--- config.mk ---
export PLATFORM = sky130hd
export DESIGN_NAME = imem_arbiter
export DESIGN_NICKNAME = d
export VERILOG_FILES = /design/src/rtl/imem_arbiter.sv
export SDC_FILE = /design/constraint.sdc
export NUM_CORES = 1
export LEC_CHECK = 0
export CAP_MARGIN = 20
export CORE_AREA = 5 5 90 92
export CTS_CLUSTER_SIZE = 24
export DETAILED_ROUTE_END_ITERATION = 16
export DIE_AREA = 0 0 95 97
export PLACE_DENSITY = 0.77
export SYNTH_ARGS = -nofsm -noshare
export SYNTH_HDL_FRONTEND = slang
export SYNTH_SLANG_ARGS = --single-unit
--- constraint.sdc ---
create_clock -name clk0 -period 2.7 [get_ports clk0]
set_input_delay 0.405 -clock clk0 [delete_from_list [all_inputs] [get_ports clk0]]
set_output_delay 0.405 -clock clk0 [all_outputs]
set_load 0.01 [all_outputs]
--- src/rtl/imem_arbiter.sv ---
// Purpose: arbitrates one single-port SRAM between an instruction-fetch reader and a loader writer.
// Latency: grants and SRAM command are combinational in cycle N; fetch data returns in N+1.
// Backpressure: a stalled fetch response is parked in a hold register; no new fetch is granted while it is outstanding.
//
// Optional feature: define IMEM_ARB_RR_EN for round-robin arbitration on contested cycles;
// without it the loader always wins over fetch.
//
// Ports:
//   clk0, rst0                   single clock, synchronous active-high reset
//   f_req/f_addr/f_gnt           fetch request channel
//   f_rvalid/f_rdata/f_rready    fetch response channel (valid/ready)
//   f_flush                      drop any outstanding fetch response
//   l_req/l_addr/l_wdata/l_gnt   loader write channel (no response)
//   mem_csb0/mem_web0/mem_addr0/mem_din0/mem_dout0   SRAM port (active-low select/write)

module imem_arbiter #(
    parameter int ADDR_WIDTH = 8,
    parameter int DATA_WIDTH = 32
) (
    input  logic                  clk0,
    input  logic                  rst0,
    // fetch requester
    input  logic                  f_req,
    input  logic [ADDR_WIDTH-1:0] f_addr,
    output logic                  f_gnt,
    output logic                  f_rvalid,
    output logic [DATA_WIDTH-1:0] f_rdata,
    input  logic                  f_rready,
    input  logic                  f_flush,
    // loader
    input  logic                  l_req,
    input  logic [ADDR_WIDTH-1:0] l_addr,
    input  logic [DATA_WIDTH-1:0] l_wdata,
    output logic                  l_gnt,
    // SRAM port
    output logic                  mem_csb0,
    output logic                  mem_web0,
    output logic [ADDR_WIDTH-1:0] mem_addr0,
    output logic [DATA_WIDTH-1:0] mem_din0,
    input  logic [DATA_WIDTH-1:0] mem_dout0
);

    typedef enum logic [1:0] {
        ST_IDLE = 2'd0,   // no response outstanding
        ST_RESP = 2'd1,   // read data arriving on mem_dout0 this cycle
        ST_HOLD = 2'd2    // read data parked in hold_q
    } state_t;

    typedef struct packed {
        logic                  csb;
        logic                  web;
        logic [ADDR_WIDTH-1:0] addr;
        logic [DATA_WIDTH-1:0] din;
    } mem_cmd_t;

    state_t                state_q;
    state_t                state_d;
    logic [DATA_WIDTH-1:0] hold_q;
    logic [DATA_WIDTH-1:0] hold_d;

    logic                  f_cand;
    logic                  l_cand;
    logic                  fetch_wins;
    mem_cmd_t              cmd;

    // ------------------------------------------------------------------
    // Candidate requests
    // ------------------------------------------------------------------
    // A fetch may only be granted if the current response (if any) leaves
    // this cycle, so at most one response is ever outstanding. Flush and
    // reset both kill fetch grants; reset also kills loader grants.
    always_comb begin
        f_cand = f_req && !rst0 && !f_flush &&
                 ((state_q == ST_IDLE) || f_rready);
        l_cand = l_req && !rst0;
    end

    // ------------------------------------------------------------------
    // Priority selection
    // ------------------------------------------------------------------
`ifdef IMEM_ARB_RR_EN
    // rr_fetch_pri_q=1 means fetch has priority on the next contested cycle.
    // Only contested cycles move it; the winner drops to lowest priority,
    // which with two requesters is simply a toggle.
    logic rr_fetch_pri_q;
    logic contested;

    always_comb begin
        contested  = f_cand && l_cand;
        fetch_wins = rr_fetch_pri_q;
    end

    always_ff @(posedge clk0) begin
        if (rst0) begin
            rr_fetch_pri_q <= 1'b0;
        end else if (contested) begin
            rr_fetch_pri_q <= !rr_fetch_pri_q;
        end
    end
`else
    always_comb begin
        fetch_wins = 1'b0;
    end
`endif

    always_comb begin
        f_gnt = f_cand && (!l_cand || fetch_wins);
        l_gnt = l_cand && !f_gnt;
    end

    // ------------------------------------------------------------------
    // SRAM command: one command per cycle, idle fields forced to zero
    // ------------------------------------------------------------------
    always_comb begin
        cmd.csb  = 1'b1;
        cmd.web  = 1'b1;
        cmd.addr = '0;
        cmd.din  = '0;
        if (l_gnt) begin
            cmd.csb  = 1'b0;
            cmd.web  = 1'b0;
            cmd.addr = l_addr;
            cmd.din  = l_wdata;
        end else if (f_gnt) begin
            cmd.csb  = 1'b0;
            cmd.addr = f_addr;
        end
    end

    always_comb begin
        mem_csb0  = cmd.csb;
        mem_web0  = cmd.web;
        mem_addr0 = cmd.addr;
        mem_din0  = cmd.din;
    end

    // ------------------------------------------------------------------
    // Response FSM: state register
    // ------------------------------------------------------------------
    always_ff @(posedge clk0) begin
        if (rst0) begin
            state_q <= ST_IDLE;
            hold_q  <= '0;
        end else begin
            state_q <= state_d;
            hold_q  <= hold_d;
        end
    end

    // ------------------------------------------------------------------
    // Response FSM: next state and response outputs
    // ------------------------------------------------------------------
    always_comb begin
        state_d  = state_q;
        hold_d   = hold_q;
        f_rvalid = 1'b0;
        f_rdata  = '0;

        // Response is invisible while reset or flush is asserted; f_rdata
        // is driven to zero whenever nothing valid is presented.
        if (!rst0 && !f_flush) begin
            case (state_q)
                ST_RESP: begin
                    f_rvalid = 1'b1;
                    f_rdata  = mem_dout0;
                end
                ST_HOLD: begin
                    f_rvalid = 1'b1;
                    f_rdata  = hold_q;
                end
                default: begin
                    f_rvalid = 1'b0;
                    f_rdata  = '0;
                end
            endcase
        end

        if (f_flush) begin
            // f_gnt is already suppressed, so nothing new is in flight.
            state_d = ST_IDLE;
        end else begin
            case (state_q)
                ST_IDLE: begin
                    if (f_gnt) begin
                        state_d = ST_RESP;
                    end
                end
                ST_RESP: begin
                    if (f_rready) begin
                        state_d = f_gnt ? ST_RESP : ST_IDLE;
                    end else begin
                        // SRAM output is only valid this one cycle; park it.
                        state_d = ST_HOLD;
                        hold_d  = mem_dout0;
                    end
                end
                ST_HOLD: begin
                    if (f_rready) begin
                        state_d = f_gnt ? ST_RESP : ST_IDLE;
                    end
                end
                default: begin
                    state_d = ST_IDLE;
                end
            endcase
        end
    end

endmodule

==> flow_metrics.env <==
export IMPL_status="completed"
export IMPL_total_power_mw=1.197
export IMPL_drive_gt1_frac=0.05778
export IMPL_maxCapViolCount=0
export IMPL_core_area_um2=7137
export IMPL_yosysUniqueCellTypes=24
export IMPL_setup_viol=0
export IMPL_dr_pass1_iters=4
export IMPL_hold_path_class="register to register"
export IMPL_cts_tree="done"
export IMPL_relSlewSlack=0.7698
export IMPL_route_vias_total=2609
export IMPL_mostFrequentLayoutCell="clkdlybuf4s50_1"
export IMPL_fp_dieH_um=97
export IMPL_min_period_over_period=0.9644
export IMPL_hold_buffers=0
export IMPL_htree_num_levels=2
export IMPL_num_antenna_cells=0
export IMPL_crit_path_end_kind="primary output"
export IMPL_final_cell_mix="clkdlybuf4s50_1, nand2_1, dfxtp_1"
export IMPL_r2r_end="hold_q[14]"
export IMPL_worstMarginPinSlew_ns=0.3453
export IMPL_utilization=0.5459
export IMPL_start_util=0.2900
export IMPL_min_path_cells=2
export IMPL_overflow=0
export IMPL_rows=31
export IMPL_die_area_um2=9215
export IMPL_worstSetupPathType="register to primary output"
export IMPL_clk_pin_slew_worst_paths_ns=0.07
export IMPL_totalWireLength_um=9073
export IMPL_fill_cells=676
export IMPL_peakVddDrop_v=0.0003474
export IMPL_viasPerCell=4.752
export IMPL_regToRegSetupSlack_ns=0.98
export IMPL_dp_hpwl_um=7247
export IMPL_finClkSkew_ns=0.001303
export IMPL_grt_pass1_vias=2558
export IMPL_syn2layout_area_growth_pct=88.27
export IMPL_cts_path_max_buffers=2
export IMPL_track_usage=0.1876
export IMPL_ys_ff_latch=34
export IMPL_ant_nets=0
export IMPL_p_leak_nw=1.313
export IMPL_io_pins=163
export IMPL_synth_yosys_seq_area_share=0.3289
export IMPL_cp_max_fo=9
export IMPL_cts_resized_gates=0
export IMPL_fmax_ghz=0.3841
export IMPL_die_x_um=95
export IMPL_worstHoldEndpoint="hold_q[21]"
export IMPL_cellPowerDensity_nw_per_um2=307.1
export IMPL_worstPathRequired_ns=2.30
export IMPL_antenna_found_initial=0
export IMPL_cts_made_buffers=5
export IMPL_wl_per_cell_um=16.53
export IMPL_rsz0062_at_grt="no"
export IMPL_cts_sinks=34
export IMPL_layoutNonFillerInstCount=549
export IMPL_globalplace_congestion=0.7556
export IMPL_drc_errors=0
export IMPL_clock_root_buffer="clkbuf_8"
export IMPL_netlist_area_um2=2069
export IMPL_clk_latency_ns=0.28
export IMPL_dr_first_iter_drc_count=179
export IMPL_fin_tns_setup_ns=0
export IMPL_yosys_warnings=0
export IMPL_period_needed_ns=2.604
export IMPL_final_net_count=539
export IMPL_r2r_start="state_q[0]"
export IMPL_synth_cells=291
export IMPL_critPathArrivalTime_ns=2.20
export IMPL_grt_max_degree=33
export IMPL_portBuffers=162
export IMPL_dpl_cell_count=541
export IMPL_setup_ws_ns=0.09618
export IMPL_start_kind="register"
export IMPL_synth_area_per_cell_um2=7.112
export IMPL_syn_num_nets=381
export IMPL_maxSlewViolCount=0
export IMPL_min_delay_start="hold_q[21]"
export IMPL_ff2ff_path_depth=6
export IMPL_hold_viol_final=0
export IMPL_grt_first_pass_wirelength_um=13690
export IMPL_post_cts_buffers=0
export IMPL_pre_cts_ws_ns=0.06344
==> cell families (layout without fill, tap and decap cells) <==
| kind of cell | count (synthesis) | count (layout) | synth area share |
|---|---|---|---|
| flops | 34 | 34 | 0.3289 |
| fa+ha+maj | 4 | 4 | 0.02418 |
| compound gates | 78 | 78 | 0.2467 |
| simple gates | 144 | 144 | 0.3253 |
| buf+inv | 31 | 190 | 0.07497 |
==> worst max-delay path, stage by stage (launching register included) <==
cell and delay [ns]:
dfxtp_1 0.41, inv_1 0.09, ha_1 0.26, nor2_1 0.22
nor4_4 0.07, buf_4 0.18, a22o_1 0.18, clkdlybuf4s50_1 0.51
==> power by group <==
part | total [mW] | switching (mW) | internal, mW | leakage (nW)
clock | 0.386 | 0.180 | 0.206 | 0.0482
sequential | 0.509 | 0.00294 | 0.506 | 0.274
combinational | 0.302 | 0.110 | 0.192 | 0.991
==> state kept, by name (all words and copies together) (netlist names) <==
signal	count
hold_q	32
state_q	2
==> how the worst max path moves through the flow <==
stage / from / end / cells after the start
floorplan: state_q[0] / mem_addr0[0] / 5
global placement: rst0 / f_rdata[8] / 6
detailed placement: rst0 / f_rdata[10] / 6
CTS: rst0 / f_rdata[10] / 6
global route: state_q[0] / mem_addr0[2] / 7
finish: state_q[0] / mem_addr0[2] / 7
==> per-layer routing <==
| metal | up-vias | part of all wire | GRT usage | wire length, µm |
|---|---|---|---|---|
| li1 | 1292 | - | - | - |
| met1 | 1178 | 0.36 | 0.1934 | 3231 |
| met2 | 129 | 0.52 | 0.3552 | 4750 |
| met3 | 10 | 0.11 | 0.06827 | 979 |
| met4 | 0 | 0.012 | 0.03663 | 112 |
| met5 | - | 0 | 0 | 0 |
==> final cells by class <==
class                   instances  area (µm²)  area share
clock buffers                   7       86.33     0.02216
clock inverters                 1       5.005    0.001285
inverters                       5       18.77    0.004817
multi-input cells             226        1245      0.3195
flip-flops and latches         34       680.7      0.1747
well taps                      99       123.9     0.03179
repair buffers                177        1737      0.4457
==> synth_stat cells <==
cell       instances  area (µm²)
nand2_1           68       255.2
dfxtp_1           34       680.7
nor2_1            34       127.6
a21oi_1           33       165.2
a22oi_1           32       240.2
and2_1            32       200.2
clkbuf_1          12       45.04
buf_2             10       50.05
a22o_1             8       70.07
inv_1              5       18.77
ha_1               4       50.05
buf_6              3       33.78
nor2b_1            3       18.77
o21ai_0            2       10.01
o2bb2ai_1          2       17.52
buf_4              1       7.510
nand2b_1           1       6.260
nor3_1             1       5.000
nor3b_1            1       7.510
nor3b_2            1       12.51
nor4_4             1       21.27
nor4bb_1           1       10.01
o21bai_1           1       7.510
or3b_1             1       8.760
==> per-stage QoR <==
stage,hold slack (ns),instance area (µm²)
after global routing,0.4747,3896
final,0.4559,3896
after floorplan,0.4360,2069
after detailed placement,0.4496,3800
after CTS,0.4594,3891
after global placement,0.4418,3800
No activity file was read; power rests on OpenSTA's default activity.
